File: src/rtl/seg_pkg.sv
// Shared constants for the seven-segment scan controller:
// active-low hex glyph table, blank pattern and index-width helper.
package seg_pkg;

  localparam logic [7:0] SEG_OFF = 8'hFF;

  localparam logic [7:0] HEX_SEG [16] = '{
    8'hC0, 8'hF9, 8'hA4, 8'hB0,
    8'h99, 8'h92, 8'h82, 8'hF8,
    8'h80, 8'h90, 8'h88, 8'h83,
    8'hC6, 8'hA1, 8'h86, 8'h8E
  };

  // Never returns 0 so single-digit builds still get a 1-bit index.
  function automatic int clog2(input int n);
    int w;
    w = 0;
    while ((1 << w) < n) w++;
    return (w < 1) ? 1 : w;
  endfunction

endpackage

File: src/rtl/seg_hex_decode.sv
// Nibble plus decimal point to active-low segment pattern.
// Bit 7 is the DP, bits 6:0 are segments g..a.
module seg_hex_decode
  import seg_pkg::*;
(
  input  logic [3:0] i_hex,
  input  logic       i_dp,
  output logic [7:0] o_seg
);

  logic [7:0] w_pat;

  assign w_pat = HEX_SEG[i_hex];
  assign o_seg = {w_pat[7] & ~i_dp, w_pat[6:0]};

endmodule

File: src/rtl/seg_scan_ctrl.sv
// Multiplexed seven-segment scanner with frame-aligned double
// buffering, per-digit DP/blank and PWM brightness.
module seg_scan_ctrl
  import seg_pkg::*;
#(
  parameter int DIGITS     = 8,
  parameter int SCAN_DIV   = 50000,
  parameter int BRIGHT_W   = 3,
  parameter int ACTIVE_LOW = 1
) (
  input  logic                  CLK,
  input  logic                  RST,
  input  logic                  enable,
  input  logic                  load,
  input  logic [4*DIGITS-1:0]   data,
  input  logic [DIGITS-1:0]     dp,
  input  logic [DIGITS-1:0]     blank,
  input  logic [BRIGHT_W-1:0]   bright,
  output logic [7:0]            seg,
  output logic [DIGITS-1:0]     sel,
  output logic                  frame_done,
  output logic                  applied
);

  localparam int IW = clog2(DIGITS);
  localparam int CW = clog2(SCAN_DIV);
  localparam int L  = SCAN_DIV >> BRIGHT_W;

  localparam logic [CW-1:0] CNT_MAX = CW'(SCAN_DIV - 1);
  localparam logic [IW-1:0] IDX_MAX = IW'(DIGITS - 1);

  localparam logic [7:0] OUT_SEG_OFF =
    (ACTIVE_LOW != 0) ? SEG_OFF : ~SEG_OFF;
  localparam logic [DIGITS-1:0] OUT_SEL_OFF =
    (ACTIVE_LOW != 0) ? '1 : '0;

  logic [CW-1:0]         r_cnt;
  logic [IW-1:0]         r_idx;
  logic [BRIGHT_W-1:0]   r_bright;
  logic [4*DIGITS-1:0]   r_st_data;
  logic [DIGITS-1:0]     r_st_dp;
  logic [DIGITS-1:0]     r_st_blank;
  logic [4*DIGITS-1:0]   r_sh_data;
  logic [DIGITS-1:0]     r_sh_dp;
  logic [DIGITS-1:0]     r_sh_blank;
  logic                  r_pend;
  logic                  r_fd;
  logic                  r_app;
  logic [7:0]            r_seg;
  logic [DIGITS-1:0]     r_sel;

  logic                  w_slot_end;
  logic                  w_bnd;
  logic                  w_commit;
  logic [3:0]            w_nib;
  logic [7:0]            w_dec;
  logic [31:0]           w_thr;
  logic                  w_lit;
  logic                  w_on;
  logic [DIGITS-1:0]     w_hot;
  logic [7:0]            w_seg_al;
  logic [DIGITS-1:0]     w_sel_al;

  assign w_slot_end = (r_cnt == CNT_MAX);
  assign w_bnd      = enable & w_slot_end & (r_idx == IDX_MAX);
  // While disabled every cycle acts as a frame boundary.
  assign w_commit   = w_bnd | ~enable;

  always_ff @(posedge CLK) begin
    if (RST) begin
      r_cnt <= '0;
      r_idx <= '0;
      r_fd  <= 1'b0;
    end else if (!enable) begin
      r_cnt <= '0;
      r_idx <= '0;
      r_fd  <= 1'b0;
    end else begin
      r_fd <= w_bnd;
      if (w_slot_end) begin
        r_cnt <= '0;
        r_idx <= (r_idx == IDX_MAX) ? '0 : r_idx + 1'b1;
      end else begin
        r_cnt <= r_cnt + 1'b1;
      end
    end
  end

  always_ff @(posedge CLK) begin
    if (RST) begin
      r_st_data  <= '0;
      r_st_dp    <= '0;
      r_st_blank <= '0;
      r_sh_data  <= '0;
      r_sh_dp    <= '0;
      r_sh_blank <= '1;
      r_pend     <= 1'b0;
      r_app      <= 1'b0;
    end else begin
      r_app <= 1'b0;
      if (load && w_commit) begin
        r_sh_data  <= data;
        r_sh_dp    <= dp;
        r_sh_blank <= blank;
        r_pend     <= 1'b0;
        r_app      <= 1'b1;
      end else if (load) begin
        r_st_data  <= data;
        r_st_dp    <= dp;
        r_st_blank <= blank;
        r_pend     <= 1'b1;
      end else if (w_commit && r_pend) begin
        r_sh_data  <= r_st_data;
        r_sh_dp    <= r_st_dp;
        r_sh_blank <= r_st_blank;
        r_pend     <= 1'b0;
        r_app      <= 1'b1;
      end
    end
  end

  always_ff @(posedge CLK) begin
    if (RST) begin
      r_bright <= '0;
    end else if (r_cnt == '0) begin
      r_bright <= bright;
    end
  end

  assign w_nib = r_sh_data[{r_idx, 2'b00} +: 4];

  seg_hex_decode u_dec (
    .i_hex (w_nib),
    .i_dp  (r_sh_dp[r_idx]),
    .o_seg (w_dec)
  );

  // Slot start is always lit since the threshold is at least L >= 1.
  assign w_thr = (32'(r_bright) + 32'd1) * 32'(L);
  assign w_lit = (32'(r_cnt) < w_thr);
  assign w_on  = enable & ~r_sh_blank[r_idx] & w_lit;
  assign w_hot = DIGITS'(1) << r_idx;

  assign w_seg_al = w_on ? w_dec  : SEG_OFF;
  assign w_sel_al = w_on ? ~w_hot : '1;

  always_ff @(posedge CLK) begin
    if (RST) begin
      r_seg <= OUT_SEG_OFF;
      r_sel <= OUT_SEL_OFF;
    end else if (ACTIVE_LOW != 0) begin
      r_seg <= w_seg_al;
      r_sel <= w_sel_al;
    end else begin
      r_seg <= ~w_seg_al;
      r_sel <= ~w_sel_al;
    end
  end

  assign seg        = r_seg;
  assign sel        = r_sel;
  assign frame_done = r_fd;
  assign applied    = r_app;

endmodule

File: config.mk
export PLATFORM = sky130hd
export DESIGN_NAME = seg_scan_ctrl
export DESIGN_NICKNAME = d
export VERILOG_FILES = /design/src/rtl/seg_pkg.sv /design/src/rtl/seg_hex_decode.sv /design/src/rtl/seg_scan_ctrl.sv
export SDC_FILE = /design/constraint.sdc
export NUM_CORES = 1
export LEC_CHECK = 0
export ABC_AREA = 1
export CORE_UTILIZATION = 60
export CTS_BUF_LIST = sky130_fd_sc_hd__clkbuf_8
export CTS_CLUSTER_DIAMETER = 80
export DETAILED_ROUTE_END_ITERATION = 6
export GPL_TIMING_DRIVEN = 0
export HOLD_SLACK_MARGIN = 0.12
export PLACE_DENSITY = 0.83
export SYNTH_ARGS = -nofsm -noshare
export SYNTH_HDL_FRONTEND = slang
export SYNTH_SLANG_ARGS = --single-unit
export TNS_END_PERCENT = 1
File: constraint.sdc
create_clock -name CLK -period 4.9 [get_ports CLK]
set_input_delay 0.735 -clock CLK [delete_from_list [all_inputs] [get_ports CLK]]
set_output_delay 0.735 -clock CLK [all_outputs]
set_load 0.01 [all_outputs]
==> flow_summary.yaml, run 1 <==
critical_path:
  end_kind: "flop"
  cpMostUsedCell: "nand2_1"
  r2r-start: "r_bright[0]$_SDFFE_PP0N_"
  cp_top_family: "adder cells"
  worstSetupStartpointType: "flop"
  cp_max_fo: 10
  critPathKind: "reg -> reg"
  ff2ff_setup_slack_ns: 0.45
  r2r-end: "sel[6]$_SDFF_PP1_"
  critical_path_buf_inv_count: 5
  arrival_ns: 4.76
  cp_slowest_stage_delay_ns: 0.50
  worstPathRequired_ns: 5.21
  r2r_cells: 27
  slowest_stage: "dfxtp_1"
logic_synthesis:
  synth_warnings: 0
  synth_ff_type: "dfxtp_1"
  yosys.cell_types.count: 50
  synth_top_cell_by_area: "dfxtp_1"
  avgSynthCellArea_um2: 7.35
  synth_edf_count: 0
  netlist.area_leader.share_pct: 36.7
  synth_cells: 1016
  syn_area_um2: 7470
  ys_seq_elements: 137
  yosysSeqAreaShare_pct: 36.7
  ys_async_sr_fraction_pct: 0
  ys_top_cells_by_area: "dfxtp_1 (37%), nand2_1 (9.9%), ha_1 (7.7%), inv_1 (6.8%), a21oi_1 (5.8%)"
  synth_nets: 1117
detailed_routing:
  drtIter0Drc: 507
  dr.pass1.iters: 5
  wire_per_inst_um: 13.7
  wl_mm: 17.7
  vias: 6885
  final_antenna_net_count: 0
  via_per_inst: 5.35
  post-route-drc-count: 0
timing:
  rsz0062_at_grt: "false"
  finalCritPeriodShare_pct: 90.8
  max-slew-margin-rel_pct: 62.0
  finalClockSkew_ns: 0.0136
  fin_setup_tns_ns: 0
  setup_viol: 0
  setup_ws_ns: 0.451
  hold_viol: 0
  worst_pin_slew_ns: 0.569
  fmax_mhz: 225
  fin_crit_ns: 4.45
  slew_viol_final: 0
min_path:
  hold_end: "r_st_dp[5]$_SDFFE_PP0P_"
  hp-class: "reg -> reg"
  whs_path_depth: 2
  hold_start: "r_st_dp[5]$_SDFFE_PP0P_"
clock_tree:
  cts_max_level: 4
  cts_hold_buffers: 0
  cts_buffer_depth: 2
  clock_latency_ns: 0.45
  cts.sinks: 137
  cts_inserted_buffers: 17
  root_buffer: "clkbuf_8"
  cts_tree: "done"
  clkSlewWorstSetupHoldPaths_ns: 0.08
power_and_ir_drop:
  peakVddDrop_mv: 0.207
  power_mw: 2.66
  pwr_density_cell_nw_per_um2: 301
  total_leakage_power_nw: 3.91
global_routing:
  grt-ovfl-total: 0
  grt_pass1_wl_mm: 29.2
  antenna_found_initial: 0
  track_usage_pct: 28.6
  grt_pass1_vias: 6248
  grt_max_degree: 17
place:
  post-place-ws_ns: 0.422
  hpwl_mm: 13.1
  gp_congestion: 0.927
  io_buffers: 72
  dpl_cell_area_um2: 8400
floorplan:
  io_pins: 73
  dieHeight_um: 114
  core_area_um2: 12100
  fp-row-count: 40
  dieWidth_um: 114
  die-area_um2: 12900
  floorplan.initialDensity_pct: 61.9
finish:
  layout_common_cells: "nand2_1 (196), inv_1 (138), dfxtp_1 (137)"
  nNetsFinal: 1208
  final_area_um2: 8830
  fill_cells: 980
  syn_to_final_growth_pct: 18.2
  n_antenna_cell: 0
  utilization_pct: 73.2
  final_common_cell: "nand2_1"
  drive_gt1_share_pct: 11.5
status:
  outcome: "finished clean"
run:
  maxCapViolCount: 0
-- cells by family after synthesis --
logic type               Yosys count  share of synthesized area, %
AND/OR/NAND/NOR                  328                          20.0
XOR/XNOR                          10                          1.17
AO/OA/AOI/OAI                    299                          22.5
adder cells (fa/ha/maj)           46                          7.71
buffers and inverters            196                          11.8
flip-flops                       137                          36.7
-- layer usage --
layer / vias up / routed length (µm) / global-route usage (%)
met4: 0 / 312 / 10.4
met2: 229 / 7990 / 45.6
met5: - / 0 / 0
met1: 3098 / 8410 / 38.5
met3: 28 / 966 / 5.69
li1: 3530 / - / -
-- cells in the mapped netlist, types with 2 or more instances --
master and instances:
or2_2 3, a211oi_1 2, a21oi_1 86, buf_8 4, nand4_2 2, nor3_1 6
a21oi_2 40, xnor2_1 3, clkbuf_1 22, buf_2 12, nor2_2 3, nand3_2 2
o21a_1 2, nand3_1 49, nand4_1 19, buf_6 6, xor2_1 7, inv_2 5
o21ai_0 79, nand2_1 196, buf_4 9, o21ai_1 82, dfxtp_1 137, inv_1 135
nor4_1 3, ha_1 46, nor2_4 2, nand2_4 2, nor2_1 31
-- through the flow --
stage	cells	hold WS (ns)
detailed placement	1256	0.444
finish	1288	0.453
global route	1288	0.469
CTS	1288	0.456
global placement	1256	0.438
floorplan	1016	0.429
-- report_power, final --
part	total (mW)	switching, mW	internal, mW
Clock	0.984	0.442	0.541
Combinational	0.477	0.280	0.196
Sequential	1.20	0.0271	1.17
Total	2.66	0.750	1.91
-- sequential cells by signal (all words and copies together) (netlist names) --
register	flops
applied	1
frame_done	1
r_bright	3
r_cnt	16
r_idx	3
r_pend	1
r_sh_blank	8
r_sh_data	32
r_sh_dp	8
r_st_blank	8
r_st_data	32
r_st_dp	8
seg	8
sel	8
-- worst max-delay path by stage --
stage / start / endpoint / cells after the start
after detailed placement: r_bright[0]$_SDFFE_PP0N_ / sel[6]$_SDFF_PP1_ / 27
after CTS: r_bright[0]$_SDFFE_PP0N_ / sel[6]$_SDFF_PP1_ / 27
after floorplan: r_bright[0]$_SDFFE_PP0N_ / seg[0]$_SDFF_PP1_ / 29
after global routing: r_bright[0]$_SDFFE_PP0N_ / sel[6]$_SDFF_PP1_ / 27
final: r_bright[0]$_SDFFE_PP0N_ / sel[6]$_SDFF_PP1_ / 27
after global placement: r_bright[0]$_SDFFE_PP0N_ / sel[6]$_SDFF_PP1_ / 27
-- worst reg2reg max path, cell delays in order (launching register included) --
cell and delay, ns:
dfxtp_1 0.50, inv_2 0.14, ha_1 0.39, ha_1 0.24
xor2_1 0.15, inv_1 0.07, ha_1 0.17, a31o_2 0.22
ha_1 0.33, nand2_1 0.06, nand2_1 0.09, nand2_1 0.08
o21bai_1 0.21, nand4_1 0.15, nand2_1 0.10, xor2_1 0.26
ha_1 0.31, nand2_1 0.09, inv_1 0.04, nand2_1 0.05
nand2_1 0.05, nand2_1 0.05, nand2_1 0.04, nand3_1 0.07
nand2_1 0.06, inv_2 0.10, buf_4 0.17, nand4_1 0.11
-- repair_timing --
action                                  4_1_cts  5_1_grt
endpoints found under the hold margin         0        0
gates resized for setup                       0        1
buffers inserted                              0        0
endpoints found under the setup margin        0       13
-- final cells by class --
type / count / area (µm²) / area share [%]
Tap cell: 168 / 210 / 2.38
Timing Repair Buffer: 72 / 721 / 8.16
Buffer: 54 / 342 / 3.87
Clock inverter: 12 / 150 / 1.70
Sequential cell: 137 / 2740 / 31.1
Inverter: 142 / 542 / 6.14
Multi-Input combinational cell: 683 / 3850 / 43.6
Clock buffer: 20 / 275 / 3.12
Power figures use the tool's default switching activity.
==> run 2: changes to the inputs <==
--- a/config.mk
+++ b/config.mk
@@ -13,6 +13,7 @@
 export GPL_TIMING_DRIVEN = 0
 export HOLD_SLACK_MARGIN = 0.12
 export PLACE_DENSITY = 0.83
+export SKIP_LAST_GASP = 1
 export SYNTH_ARGS = -nofsm -noshare
 export SYNTH_HDL_FRONTEND = slang
 export SYNTH_SLANG_ARGS = --single-unit
==> results of run 2 <==
Final layout, timing and power as in run 1 (identical DEF).
==> run 3: changes to the inputs <==
--- a/config.mk
+++ b/config.mk
@@ -17,4 +17,3 @@
 export SYNTH_ARGS = -nofsm -noshare
 export SYNTH_HDL_FRONTEND = slang
 export SYNTH_SLANG_ARGS = --single-unit
-export TNS_END_PERCENT = 1
==> results of run 3 <==
Final layout, timing and power as in run 1 (identical DEF).
